[config.mk]
export PLATFORM = sky130hd
export DESIGN_NAME = add4_rr_arbiter
export DESIGN_NICKNAME = d
export VERILOG_FILES = /design/src/rtl/add4_rr_arbiter.sv
export SDC_FILE = /design/constraint.sdc
export NUM_CORES = 1
export LEC_CHECK = 0
export ABC_AREA = 1
export ABC_CLOCK_PERIOD_IN_PS = 2100
export CAP_MARGIN = 20
export CORE_ASPECT_RATIO = 1.25
export CORE_UTILIZATION = 40
export DETAILED_ROUTE_END_ITERATION = 12
export PLACE_DENSITY = 0.82
export SLEW_MARGIN = 20
export SYNTH_ARGS = -nofsm -noshare
export SYNTH_HDL_FRONTEND = slang
export SYNTH_SLANG_ARGS = --single-unit
[constraint.sdc]
create_clock -name clk -period 2.1 [get_ports clk]
set_input_delay 0.42 -clock clk [delete_from_list [all_inputs] [get_ports clk]]
set_output_delay 0.42 -clock clk [all_outputs]
set_load 0.05 [all_outputs]
[src/rtl/add4_rr_arbiter.sv]
`default_nettype none
// ============================================================================
// add4_rr_arbiter : round-robin sequencer sharing one WIDTH-bit adder
// Rev 1.0
// ============================================================================
module add4_rr_arbiter #(
  parameter int NREQ  = 4,
  parameter int WIDTH = 4,
  parameter int IDW   = $clog2(NREQ)
) (
  input  logic                  clk,
  input  logic                  rst,
  input  logic [NREQ-1:0]       req,
  input  logic [NREQ*WIDTH-1:0] a_flat,
  input  logic [NREQ*WIDTH-1:0] b_flat,
  output logic [NREQ-1:0]       gnt,
  output logic                  busy,
  output logic                  rsp_valid,
  input  logic                  rsp_ready,
  output logic [IDW-1:0]        rsp_id,
  output logic [WIDTH-1:0]      rsp_sum,
  output logic                  rsp_carry
);

  typedef enum logic [1:0] {
    S_IDLE = 2'd0,
    S_EXEC = 2'd1,
    S_DONE = 2'd2
  } state_t;

  state_t           state_q, state_d;
  logic [IDW-1:0]   ptr_q, ptr_d;
  logic [IDW-1:0]   id_q, id_d;
  logic [WIDTH-1:0] op_a_q, op_a_d;
  logic [WIDTH-1:0] op_b_q, op_b_d;
  logic [WIDTH-1:0] sum_q, sum_d;
  logic             carry_q, carry_d;

  logic             w_found;
  logic [IDW-1:0]   w_win;
  logic [IDW-1:0]   w_cand;
  logic [IDW-1:0]   w_win_next;
  logic [WIDTH:0]   w_add;
  logic [WIDTH-1:0] w_a [NREQ];
  logic [WIDTH-1:0] w_b [NREQ];

  for (genvar gi = 0; gi < NREQ; gi++) begin : g_unpack
    assign w_a[gi] = a_flat[gi*WIDTH +: WIDTH];
    assign w_b[gi] = b_flat[gi*WIDTH +: WIDTH];
  end

  // First requester at or above ptr, wrapping modulo NREQ.
  always_comb begin
    w_found = 1'b0;
    w_win   = '0;
    w_cand  = '0;
    for (int k = 0; k < NREQ; k++) begin
      w_cand = IDW'((int'(ptr_q) + k) % NREQ);
      if (!w_found && req[w_cand]) begin
        w_found = 1'b1;
        w_win   = w_cand;
      end
    end
  end

  assign w_win_next = (w_win == IDW'(NREQ - 1)) ? '0 : w_win + IDW'(1);
  assign w_add      = {1'b0, op_a_q} + {1'b0, op_b_q};

  always_comb begin
    state_d = state_q;
    ptr_d   = ptr_q;
    id_d    = id_q;
    op_a_d  = op_a_q;
    op_b_d  = op_b_q;
    sum_d   = sum_q;
    carry_d = carry_q;
    gnt     = '0;
    case (state_q)
      S_IDLE: begin
        if (w_found) begin
          gnt     = NREQ'(1) << w_win;
          op_a_d  = w_a[w_win];
          op_b_d  = w_b[w_win];
          id_d    = w_win;
          ptr_d   = w_win_next;
          state_d = S_EXEC;
        end
      end
      S_EXEC: begin
        sum_d   = w_add[WIDTH-1:0];
        carry_d = w_add[WIDTH];
        state_d = S_DONE;
      end
      S_DONE: begin
        if (rsp_ready) begin
          state_d = S_IDLE;
        end
      end
      default: begin
        state_d = S_IDLE;
      end
    endcase
    // A grant must never be seen by a requester while reset is asserted.
    if (rst) begin
      gnt = '0;
    end
  end

  always_ff @(posedge clk) begin
    if (rst) begin
      state_q <= S_IDLE;
      ptr_q   <= '0;
      id_q    <= '0;
      op_a_q  <= '0;
      op_b_q  <= '0;
      sum_q   <= '0;
      carry_q <= 1'b0;
    end else begin
      state_q <= state_d;
      ptr_q   <= ptr_d;
      id_q    <= id_d;
      op_a_q  <= op_a_d;
      op_b_q  <= op_b_d;
      sum_q   <= sum_d;
      carry_q <= carry_d;
    end
  end

  assign busy      = (state_q != S_IDLE);
  assign rsp_valid = (state_q == S_DONE);
  assign rsp_id    = id_q;
  assign rsp_sum   = sum_q;
  assign rsp_carry = carry_q;

endmodule
`default_nettype wire
==> results.txt <==
----------------------------------------------------
[Status]
  Result of the run ... finished, violations left
  Failing checks ... design-rule violations, negative setup slack

[Floorplanning]
  Placeable core region ... around 0.0036 sq mm
  Number of I/O pins ... 52
  Vert. Die Dim ... 70.96 um
  Std cell rows ... 24
  Width of the die ... ~57 um
  Die Outline Area ... roughly 0.0041 sq mm
  Starting density of the core ... 0.4258

[Worst setup path]
  Worst-path cell with the longest stage delay ... dfxtp_4
  Delay-heaviest family, CP ... buffers and inverters
  Critical path endpoint category ... primary output
  Worst path arrival time ... around 2.0 ns
  Most frequent cell on the critical path ... nand2_2
  Register-to-register path setup slack ... between 0.1 and 0.15 ns
  Worst-path cell chain ... buf_6 -> nand2_2 -> nand3_2 -> nand2_2 -> buf_4 -> a21oi_2 -> nand2_2 -> nand2_8 -> inv_4 -> ha_4 -> inv_2 -> nor2_4 -> buf_12
  Required time worst endpoint ... 1.68 ns
  CP max stage delay ... slightly above 0.4 ns
  Crit Path Class ... flip-flop to primary output
  Total buffers and inverters traversed by the critical path ... 5
  Worst Setup Start Kind ... flip-flop
  Crit-path max FO ... 6

[GRT]
  Number of global-route vias before repair ... roughly 1700
  GR Util met2 ... 0.4209
  Largest net degree at the start of global routing ... 12
  Met3 routing resource usage after global routing ... 0.02559
  Global-route wire length before repair ... around 7000 um
  Global-route total usage across every layer ... 0.2212
  Global-route track usage on met1 ... 0.2404
  Overflow after GRT ... 0
  Number of antenna violations at the first check in global routing ... 0
  Busiest layer in global routing ... met2

[Synth]
  Share of synthesized registers carrying an async set or reset ... 0
  Syn Nets ... between 200 and 300
  Most common cell in the netlist ... nand2_1
  Cell type with the highest aggregate area in the netlist ... dfxtp_1
  Synthesis-stage register bit count ... 19
  Netlist area before placement ... approximately 0.0015 sq mm
  Biggest area contributors in the synthesized netlist ... dfxtp_1 25%, nand2_1 17%, nand3_1 9.2%
  Synth Warn # ... 0
  Most used flip-flop cell after synthesis ... dfxtp_1
  Fraction of the yosys area taken by sequential cells ... 0.2500
  Number of flops mapped to enable cells by yosys ... 0
  Most used standard cells in the synthesized netlist ... 70 x nand2_1, 37 x inv_1, 28 x nand3_1, 25 x nor2_1, 19 x dfxtp_1
  Distinct cell type count of the synthesized netlist ... 29
  Average cell area after synthesis ... between 6 and 7 sq um
  Post-Synthesis Cells ... 245
  Share of the synthesized area in the top cell type ... 0.2500

[Power]
  Switching share of total power ... 0.4989
  Power density cells ... 1583 mW/mm^2
  Internal power summed over all cells ... 0.002009 W
  Logic pwr share ... 0.784
  Register share of total power ... 0.153
  Clock network fraction of total power ... 0.063
  Leakage power total ... roughly 1.2 nW
  IR drop worst, VDD ... approximately 820 uV
  Switch Pwr ... between 0.002 and 0.0025 W

[Clock network]
  Clock root buffer ... clkbuf_8
  Number of buffers inserted during clock tree synthesis ... 3
  Clock input transition at the sequential cells of the worst setup and hold paths ... 0.07 ns
  Number of clock sinks ... 19
  Total number of H-tree levels ... 1
  Clock tree from TritonCTS ... yes
  Clock latency on the worst-skew pair ... ~0.26 ns
  Buffers from clock root to sink, at most ... 2
  Hold buffer count at CTS ... 0

[Detailed routing]
  First-pass iteration count of the detailed router ... 8
  Vias per Instance ... 4.918
  Violation count after the first detailed-route iteration ... ~60
  DRC viols ... 1
  Final WL ... about 4200 um
  DR vias ... about 1800
  Average detailed-routed wire length per instance ... between 10 and 15 um
  Detail Route Antenna Nets ... 0

[Timing]
  Setup-violating endpoint count in the final report ... 4
  Final number of hold-violating endpoints ... 0
  Unrepaired setup endpoints after global routing ... yes
  Worst slew pin tran ... around 0.50 ns
  Period minus WS final ... around 2.4 ns
  Setup clock skew after layout ... between 0.0008 and 0.0009 ns
  Max-slew violations ... 0
  Peak Freq ... between 400 and 500 MHz
  Post-route worst setup slack ... -0.2907 ns
  Fraction of the cycle the final worst path needs ... 1.138
  Slew HR ... 0.6671

[Final layout]
  Area of all placed cells without fillers ... between 0.002 and 0.003 sq mm
  Utilization after layout ... 0.7090
  Inserted Diodes ... 0
  Ratio of cells with drive above 1 in the final layout ... 0.3040
  Layout overhead on the synthesized area ... 66.53%
  Fillers ... between 200 and 300
  Final layout net count ... about 380

[Job]
  MaxCap Viol Count ... 0

[Placed design]
  Buffers added on ports ... between 50 and 60
  Placed standard-cell area ... roughly 0.0023 sq mm
  Final GP Congestion ... 0.8841
  Dpl hpwl ... about 3200 um

[Worst hold path]
  Hold crit path type ... flip-flop to flip-flop

----------------------------------------------------
-- power groups by stage --
| stage | registers [W] | logic, W | clock network, W |
|---|---|---|---|
| 3_3_place_gp | 0.000601 | 0.00269 | 0 |
| 5_1_grt | 0.000629 | 0.00340 | 0.000282 |
| 3_5_place_dp | 0.000604 | 0.00273 | 0 |
| 2_1_floorplan | 0.000759 | 0.00168 | 0 |
| 6_report | 0.000612 | 0.00315 | 0.000252 |
| 4_1_cts | 0.000606 | 0.00304 | 0.000259 |
-- per-stage QoR --
| step | instances | power (W) | setup TNS, ns | worst slack [ns] | hold WS (ns) |
|---|---|---|---|---|---|
| floorplan | 245 | 0.002439 | -0.2368 | -0.09787 | 0.5156 |
| global placement | 353 | 0.003290 | -4.000 | -0.4611 | 0.4705 |
| detailed placement | 353 | 0.003334 | -4.476 | -0.5100 | 0.4844 |
| CTS | 367 | 0.003901 | -1.043 | -0.2672 | 0.5001 |
| global route | 368 | 0.004310 | -1.502 | -0.4028 | 0.5514 |
| finish | 368 | 0.004010 | -1.088 | -0.2907 | 0.5008 |
-- worst paths after layout --
path	start	endpoint	depth (start not counted)
max	ptr_q[0]	gnt[3]	13
min	rsp_sum[0]	rsp_sum[0]	2
max reg2reg	ptr_q[0]	op_a_q[0]	15
min reg2reg	rsp_sum[0]	rsp_sum[0]	2
-- cells in the final DEF (no fill, tap or decap) --
cell	netlist	routed
nand2_1	70	58
clkdlybuf4s50_1	0	42
buf_4	1	32
inv_1	37	31
nand3_1	28	27
nor2_1	25	19
dfxtp_1	19	17
nand2_2	7	16
a21oi_1	13	13
nor2_4	1	6
nor2_2	5	6
o21ai_0	6	6
inv_2	3	5
buf_12	0	5
inv_4	1	4
nand3_2	4	4
nand2_4	2	4
ha_1	5	4
dlygate4sd2_1	0	4
o21ai_1	4	3
clkbuf_8	0	3
buf_6	3	3
nand2_8	1	2
dfxtp_4	0	2
inv_6	0	1
nand3_4	0	1
o21ai_2	0	1
a21oi_2	1	1
nand4_1	1	1
or2_4	1	1
nor3_4	0	1
xor2_1	1	1
o21ba_2	1	1
o221ai_1	1	1
fa_1	1	1
ha_4	0	1
clkbuf_1	1	1
-- tightest hold or removal path: cells and delay by family (launching register included) --
family           cells  cell delay [ns]
flip-flops           1             0.33
AND/OR/NAND/NOR      2             0.13
-- kinds of logic after synthesis --
kind of cell	synth area share
AO/OA/AOI/OAI	0.09375
XOR/XNOR	0.005758
adder cells (fa/ha/maj)	0.05428
buffers and inverters	0.1423
flip-flops	0.2500
AND/OR/NAND/NOR	0.4539
-- state kept, by name, indices dropped and copies added, names as in the netlist --
| signal | flops |
|---|---|
| state_q | 2 |
| op_a_q | 4 |
| rsp_id | 2 |
| rsp_carry | 1 |
| ptr_q | 2 |
| rsp_sum | 4 |
| op_b_q | 4 |
-- what timing repair did --
| action | 4_1_cts | 5_1_grt |
|---|---|---|
| pin swaps | 16 | 13 |
| resized for setup | 27 | 16 |
| endpoints found under the setup margin | 6 | 12 |
| setup buffers | 10 | 1 |
| hold endpoints to repair | 0 | 0 |
-- layout make-up --
class | count | area [sq um] | share of cell area
clock buffers | 4 | 45.04 | 0.01778
repair buffers | 86 | 829.5 | 0.3274
well taps | 39 | 48.80 | 0.01926
inverters | 41 | 168.9 | 0.06667
flip-flops and latches | 19 | 387.9 | 0.1531
multi-input cells | 179 | 1054 | 0.4158
-- layer usage --
layer / up-vias / routed length [um]
li1: 929 / -
met1: 825 / 1672
met2: 47 / 2314
met3: 9 / 125
met4: 0 / 112
met5: - / 0
No activity file was read; power rests on OpenSTA's default activity.
